[config.mk]
export PLATFORM = sky130hd
export DESIGN_NAME = pipe_front_regs
export DESIGN_NICKNAME = d
export VERILOG_FILES = /design/src/rtl/pipe_pkg.sv /design/src/rtl/pipe_reg.sv /design/src/rtl/pipe_front_regs.sv
export SDC_FILE = /design/constraint.sdc
export NUM_CORES = 1
export LEC_CHECK = 0
export CAP_MARGIN = 10
export CORE_AREA = 2 2 181 183
export CTS_BUF_LIST = sky130_fd_sc_hd__clkbuf_8 sky130_fd_sc_hd__clkbuf_16
export DETAILED_ROUTE_END_ITERATION = 6
export DIE_AREA = 0 0 183 185
export PLACE_DENSITY_LB_ADDON = 0.08
export SLEW_MARGIN = 20
export SYNTH_ARGS = -nofsm -noshare
export SYNTH_HDL_FRONTEND = slang
export SYNTH_SLANG_ARGS = --single-unit
export TNS_END_PERCENT = 1
[constraint.sdc]
create_clock -name i_clk -period 1.5 [get_ports i_clk]
set_input_delay 0.3 -clock i_clk [delete_from_list [all_inputs] [get_ports i_clk]]
set_output_delay 0.3 -clock i_clk [all_outputs]
set_load 0.02 [all_outputs]
[src/rtl/pipe_pkg.sv]
// Shared types and constants for the front-end pipeline registers
// (fetch PC, IF/ID and ID/EX).
package pipe_pkg;

  typedef struct packed {
    logic       rf_wr_en;
    logic       dm_wr_en;
    logic       sel_result;
    logic       branch;
    logic       jump;
    logic       alu_src;
    logic [1:0] alu_op;
  } ctrl_t;

  // All-zero control: no register write, no memory write, no branch.
  localparam ctrl_t CTRL_NOP = '0;

  // addi x0, x0, 0
  localparam logic [31:0] NOP_INSTR_DEFAULT = 32'h0000_0013;

  typedef struct packed {
    logic [31:0] instr;
    logic [31:0] pc;
    logic [31:0] pc_plus4;
    logic        valid;
  } ifid_t;

  typedef struct packed {
    logic [4:0]  rs1;
    logic [4:0]  rs2;
    logic [4:0]  rd;
    logic [31:0] rd1;
    logic [31:0] rd2;
    logic [31:0] imm;
    logic [31:0] pc;
    ctrl_t       ctrl;
    logic        valid;
  } idex_t;

endpackage

[src/rtl/pipe_reg.sv]
// Generic pipeline register: synchronous clear (wins over enable) loads
// CLR_VAL, otherwise the register loads i_d when i_en is high.
module pipe_reg #(
  parameter int           W       = 32,
  parameter logic [W-1:0] CLR_VAL = '0
) (
  input  logic         i_clk,
  input  logic         i_en,
  input  logic         i_clr,
  input  logic [W-1:0] i_d,
  output logic [W-1:0] o_q
);

  logic [W-1:0] r_q;

  always_ff @(posedge i_clk) begin
    if (i_clr)     r_q <= CLR_VAL;
    else if (i_en) r_q <= i_d;
  end

  assign o_q = r_q;

endmodule

[src/rtl/pipe_front_regs.sv]
// Fetch PC, IF/ID and ID/EX registers with stall/flush control.
// Define PIPE_PERF_CNT_EN to add saturating stall/flush event counters.
module pipe_front_regs
  import pipe_pkg::*;
#(
  parameter logic [31:0] RESET_PC  = 32'h0000_0000,
  parameter logic [31:0] NOP_INSTR = NOP_INSTR_DEFAULT
) (
  input  logic        i_clk,
  input  logic        i_rst,
  input  logic        i_stall_F,
  input  logic        i_stall_D,
  input  logic        i_flush_D,
  input  logic        i_flush_E,
  input  logic [31:0] i_pc_next,
  input  logic [31:0] i_instr_F,
  input  logic [4:0]  i_rs1_D,
  input  logic [4:0]  i_rs2_D,
  input  logic [4:0]  i_rd_D,
  input  logic [31:0] i_rd1_D,
  input  logic [31:0] i_rd2_D,
  input  logic [31:0] i_imm_D,
  input  ctrl_t       i_ctrl_D,
  output logic [31:0] o_pc_F,
  output logic [31:0] o_instr_D,
  output logic [31:0] o_pc_D,
  output logic [31:0] o_pc_plus4_D,
  output logic        o_valid_D,
  output logic        o_valid_E,
  output logic [4:0]  o_rs1_E,
  output logic [4:0]  o_rs2_E,
  output logic [4:0]  o_rd_E,
  output logic [31:0] o_rd1_E,
  output logic [31:0] o_rd2_E,
  output logic [31:0] o_imm_E,
  output logic [31:0] o_pc_E,
  output ctrl_t       o_ctrl_E
`ifdef PIPE_PERF_CNT_EN
  ,
  output logic [31:0] o_stall_cnt,
  output logic [31:0] o_flush_cnt
`endif
);

  localparam ifid_t IFID_CLR = '{instr: NOP_INSTR, pc: 32'h0, pc_plus4: 32'h0, valid: 1'b0};
  localparam idex_t IDEX_CLR = '0;

  logic [31:0] w_pc_F;
  ifid_t       w_ifid_d, w_ifid_q;
  idex_t       w_idex_d, w_idex_q;

  pipe_reg #(.W(32), .CLR_VAL(RESET_PC)) u_pc_reg (
    .i_clk (i_clk),
    .i_en  (~i_stall_F),
    .i_clr (i_rst),
    .i_d   (i_pc_next),
    .o_q   (w_pc_F)
  );

  // A flush also clears the PC fields; they are meaningless once valid=0.
  assign w_ifid_d = '{instr: i_instr_F, pc: w_pc_F, pc_plus4: w_pc_F + 32'd4, valid: 1'b1};

  pipe_reg #(.W($bits(ifid_t)), .CLR_VAL(IFID_CLR)) u_ifid_reg (
    .i_clk (i_clk),
    .i_en  (~i_stall_D),
    .i_clr (i_rst | i_flush_D),
    .i_d   (w_ifid_d),
    .o_q   (w_ifid_q)
  );

  // i_stall_D is ignored here; the hazard unit pairs it with i_flush_E.
  assign w_idex_d = '{rs1: i_rs1_D, rs2: i_rs2_D, rd: i_rd_D,
                      rd1: i_rd1_D, rd2: i_rd2_D, imm: i_imm_D,
                      pc: w_ifid_q.pc, ctrl: i_ctrl_D,
                      valid: w_ifid_q.valid & ~i_flush_D};

  pipe_reg #(.W($bits(idex_t)), .CLR_VAL(IDEX_CLR)) u_idex_reg (
    .i_clk (i_clk),
    .i_en  (1'b1),
    .i_clr (i_rst | i_flush_E),
    .i_d   (w_idex_d),
    .o_q   (w_idex_q)
  );

  assign o_pc_F       = w_pc_F;
  assign o_instr_D    = w_ifid_q.instr;
  assign o_pc_D       = w_ifid_q.pc;
  assign o_pc_plus4_D = w_ifid_q.pc_plus4;
  assign o_valid_D    = w_ifid_q.valid;
  assign o_valid_E    = w_idex_q.valid;
  assign o_rs1_E      = w_idex_q.rs1;
  assign o_rs2_E      = w_idex_q.rs2;
  assign o_rd_E       = w_idex_q.rd;
  assign o_rd1_E      = w_idex_q.rd1;
  assign o_rd2_E      = w_idex_q.rd2;
  assign o_imm_E      = w_idex_q.imm;
  assign o_pc_E       = w_idex_q.pc;
  assign o_ctrl_E     = w_idex_q.ctrl;

`ifdef PIPE_PERF_CNT_EN
  logic [31:0] r_stall_cnt;
  logic [31:0] r_flush_cnt;

  always_ff @(posedge i_clk) begin
    if (i_rst) begin
      r_stall_cnt <= 32'h0;
      r_flush_cnt <= 32'h0;
    end else begin
      if (i_stall_D && (r_stall_cnt != 32'hFFFF_FFFF)) r_stall_cnt <= r_stall_cnt + 32'd1;
      if (i_flush_D && (r_flush_cnt != 32'hFFFF_FFFF)) r_flush_cnt <= r_flush_cnt + 32'd1;
    end
  end

  assign o_stall_cnt = r_stall_cnt;
  assign o_flush_cnt = r_flush_cnt;
`endif

endmodule

[Word level (Yosys, flattened, before mapping)]
Cells that the tools add are included.
Word-level totals
  word-level logic and storage cells: 8
  register bits: 281
  bits in read-only memories: 0
  output and inout port bits: 281
  input bits: 189
  memory bits (writable): 0
  latch bits: 0
  memories kept: 0
Cells by class
  multiplexer cells: 0
  equal/unequal tests: 0
  bitwise operators: 4
  shift operators: 0
  add/sub/neg operators: 1
  reduce and logical (&&, ||, !) cells: 0
  divide/modulo/power cells: 0
  order comparisons: 0
  multiply operators: 0
Operator list (count)
  32-bit by 3-bit adder with 32-bit output, second input constant: 1
  1-bit OR: 2
  1-bit bitwise AND: 1
  1-bit NOT: 1

[Depth between registers and ports, before layout]
  word-level depth: 2
  gate-level depth with buffers: 7
  depth with buffers taken out: 6

[Cells and area by module]
Synthesis repeated with hierarchy kept, for this count alone.
Unflattened totals
  cell total of the unflattened synthesis: 993
  area, all modules: 10660.2 sq um
By module, submodules not included
  pipe_reg (u_idex_reg): seq. area each 3042.9 sq um, cells an instance 490, instances 1, area an instance 5445.2 sq um
  pipe_reg (u_ifid_reg): seq. area each 1941.9 sq um, cells an instance 313, instances 1, area an instance 3455.8 sq um
  pipe_reg (u_pc_reg): seq. area each 640.6 sq um, cells an instance 103, instances 1, area an instance 1163.6 sq um
  pipe_front_regs: seq. area each 0.0 sq um, cells an instance 87, instances 1, area an instance 595.6 sq um

[Worst setup path after synthesis]
OpenSTA, ideal clock, no wires.
  path kind: register -> register
  start: reg u_pc_reg.r_q[3], in the netlist u_pc_reg.o_q[3]
  end: reg u_ifid_reg.r_q[27], in the netlist u_ifid_reg.o_q[27]
  buffers on the path: 0
  setup slack: -0.031 ns
  stages on the path, launching flop included: 7
  data arrival time: 1.461 ns
  cell sequence: dfxtp_1 > ha_1 > nand3_1 > nor4_4 > nand4_1 > xor2_1 > a21oi_1
On the way
  word-level cells in the longest chain between the ends: 1
Ends and longest elaborated chain
  from (decl): RTL line pipe_reg.sv:14  | logic [W-1:0] r_q;
  from (signal assigned): RTL line pipe_reg.sv:18  | else if (i_en) r_q <= i_d;
  32-bit by 3-bit adder with 32-bit output: RTL line pipe_front_regs.sv:61  | assign w_ifid_d = '{instr: i_instr_F, pc: w_pc_F, pc_plus4: w_pc_F + 32'd4, valid: 1'b1};
  to (signal assigned): RTL line pipe_reg.sv:18
  to (decl): RTL line pipe_reg.sv:14
Every way passes these cells.
A chain may end at the register's enable or synchronous reset.

[Worst setup path in the final report]
  start: reg u_pc_reg.r_q[8], in the netlist u_pc_reg.o_q[8]
  end: reg u_ifid_reg.r_q[19], in the netlist u_ifid_reg.o_q[19]
Same word-level chain as after synthesis.

==> results.md <==
- Placed cells: 1722
- Row Count: 66
- Root Driver: clkbuf_16
- Clock Sinks: 279
- Hold_sp: i_stall_D
- Final total power: 17.7 mW
- Number of I/O pins: 470
- Grt ovf: 0
- PwrDens: 1140 mW/mm^2
- Vias per inst: 4.22
- Synth unique cells: 29
- Reg2Reg Launch Point: u_pc_reg.o_q[8]
- Routed WL per cell: 17.6 um
- Seq/Total Area, Yosys: 0.588
- Flops & latches, synth: 279
- Max_slew headroom: 0.817
- Final wirelength: 31.5 mm
- Post-place setup slack: -90.6 ps
- Post-layout instance area: 0.0155 sq mm
- Die area: 0.0339 sq mm
- Gpl congestion: 0.736
- Netlist Area Pre-Place: 0.00949 sq mm
- CP required: 1930 ps
- CP endpoint kind: flop
- Fin cells: 1786
- Final Cycle Share: 1.00
- Routed Antenna Nets: 0
- RSZ-0062 raised after global routing: true
- Area contributors post-synth: dfxtp_1 (59%), mux2i_1 (11%), and2_1 (10%)
- Hold Buf Count CTS: 0
- Reg2Reg Setup Slack: 0.05 ps
- Final setup violation count: 0
- First-pass GRT wire length: 45.9 mm
- CP Max Fanout: 4
- Setup Skew: 15.2 ps
- Status: finished, final reports clean
- Syn. warnings: 0
- Slack of the critical path: 0.0477 ps
- Detailed-route via count: 7533
- Post-synth ARST share: 0
- Syn_area_per_cell: 10.7 sq um
- DR pass1 iterations: 4
- Cells on worst reg2reg path: 6
- Post-layout net count: 1542
- Worst Hold Depth: 3
- Worst Tran Pin Value: 274 ps
- Hold EP: u_ifid_reg.o_q[11]
- Number of synthesized flops with an enable pin: 0
- DPL Wire Length: 23.7 mm
- Initial antenna violation count: 1
- Maxcap violations: 0
- Synth Flop Type: dfxtp_1
- Max Fclk: 667 MHz
- Cells after Synth: 890
- Register area: 0.00562 sq mm
- Fin. Hold Viols: 0
- I/O Buffers: 469
- # fillers: 3103
- Cts bufs inserted: 34
- Gr usage total: 0.179
- Vias in the first global route: 7504
- Die span in y: 185 um
- Core area: 0.0320 sq mm
- TritonCTS clock tree: built
- CP arrival: 1930 ps
- Post-DP Area: 0.0147 sq mm
- Longest Clk Path Bufs: 3
- Initial Util: 0.296
- Syn_nets: 1080
- Ratio of cells with drive above 1 in the final layout: 0.202
- DRC viols: 0
- Max-slew violation count: 0
- Width of the chip: 183 um
- Top cell type's share of synthesized area: 0.588
- Pin count of the biggest net entering global routing: 62
- Area grow syn2layout: 63.2%
- Crit start category: flop
- FF-to-FF End: u_ifid_reg.o_q[19]
- Drt initial violations: 234
- Largest area contributor in the netlist: dfxtp_1
- Multi-input combinational cell area: 0.00324 sq mm
- Setup CP Type: reg2reg
- Final min period: 1500 ps
- Peak supply drop: 0.000783 V
- Leakage: 7.06 nW
- Clock Pin Slew Worst Setup and Hold Paths: 60 ps
- Min-delay worst type: in2reg
- H-tree levels: 2
- Clk_lat worst skew: 500 ps
stage by stage:
step	utilization	TNS, ps	hold WS [ps]
floorplan	-	-34.6	372
CTS	0.487	-151	154
global placement	0.459	-415	452
finish	0.483	0	171
global route	0.483	-351	156
detailed placement	0.459	-1070	457
state kept, by name, indices dropped and copies added, names as in the netlist:
register / cells
u_idex_reg.o_q: 152
u_ifid_reg.o_q: 95
u_pc_reg.o_q: 32
cells by family (layout without fill, tap and decap cells):
logic type	after synthesis	count (layout)	share of synthesized area
adder cells (fa/ha/maj)	1	1	0.00132
buffers and inverters	120	607	0.0754
multiplexers	100	100	0.105
XOR/XNOR	28	28	0.0258
flip-flops	279	279	0.588
AND/OR/NAND/NOR	316	316	0.179
AO/OA/AOI/OAI	46	46	0.0243
other	0	1	0
routing by layer:
layer / track usage / vias up / wire length [um]
met4: 0.0582 / 0 / 810
li1: - / 3741 / -
met5: 0 / - / 0
met2: 0.313 / 319 / 15300
met1: 0.202 / 3423 / 12400
met3: 0.0655 / 50 / 2910
synthesized netlist by cell type, drive strengths merged, types with 2 or more instances:
cell and n:
a21oi 26, and2 152, and3 6, and4 5, buf 80, clkbuf 38
dfxtp 279, inv 2, mux2i 100, nand2 12, nand3 12, nand4 10
nor2 111, nor2b 2, nor3 3, nor4 2, o21ai 20, xnor2 8
xor2 20
power breakdown:
group / internal (mW) / switching (mW) / leakage [nW]
clock network: 4.76 / 3.15 / 0.580
logic: 1.05 / 0.939 / 4.19
registers: 7.67 / 0.127 / 2.29
worst max-delay path by stage:
stage / start / to / slack, ps
5_1_grt: u_pc_reg.o_q[8] / u_ifid_reg.o_q[19] / -100
3_5_place_dp: u_pc_reg.o_q[2] / u_ifid_reg.o_q[19] / -90
6_report: u_pc_reg.o_q[8] / u_ifid_reg.o_q[19] / 0.05
2_1_floorplan: u_pc_reg.o_q[4] / u_ifid_reg.o_q[24] / -30
3_3_place_gp: u_pc_reg.o_q[2] / u_ifid_reg.o_q[25] / -60
4_1_cts: u_pc_reg.o_q[6] / o_pc_F[6] / -120
layout by cell type, fill, tap and decap left out, types with 6 or more instances in the layout:
cell type | synthesis | routed
nand3_1 | 12 | 10
nand2_1 | 12 | 12
dfxtp_1 | 279 | 260
dfxtp_2 | 0 | 13
o21ai_0 | 20 | 20
dfxtp_4 | 0 | 6
inv_1 | 2 | 12
buf_4 | 67 | 71
clkbuf_2 | 1 | 34
buf_12 | 0 | 12
buf_2 | 10 | 28
clkdlybuf4s15_1 | 0 | 59
clkbuf_16 | 0 | 37
nor2_1 | 110 | 108
a21oi_1 | 26 | 26
xor2_1 | 20 | 20
clkdlybuf4s15_2 | 0 | 47
and3_1 | 6 | 6
and2_1 | 152 | 152
clkdlybuf4s50_1 | 0 | 185
nand4_1 | 9 | 9
clkinv_2 | 0 | 8
xnor2_1 | 8 | 8
mux2i_1 | 100 | 100
dlygate4sd2_1 | 0 | 105
area by class of cell:
type	count	share of cell area
multi-input combinational	491	0.209
tap	408	0.0330
sequential	279	0.363
timing repair buffer	544	0.323
inverter	2	0.000485
clock inverter	21	0.00800
clock buffer	40	0.0624
antenna	1	0.000162
worst max-delay path, cell delays in order, from the launching register on:
cell and delay, ps:
dfxtp_4 370, nand4_4 150, nor4_4 330, buf_4 180, nand4_1 110, xor2_1 150
a21oi_1 140
timing repair:
item,4_1_cts,5_1_grt
resized for setup,536,106
pin swaps,1,10
setup buffers,0,2
endpoints found under the setup margin,295,107
(Power assumes the default switching activity.)
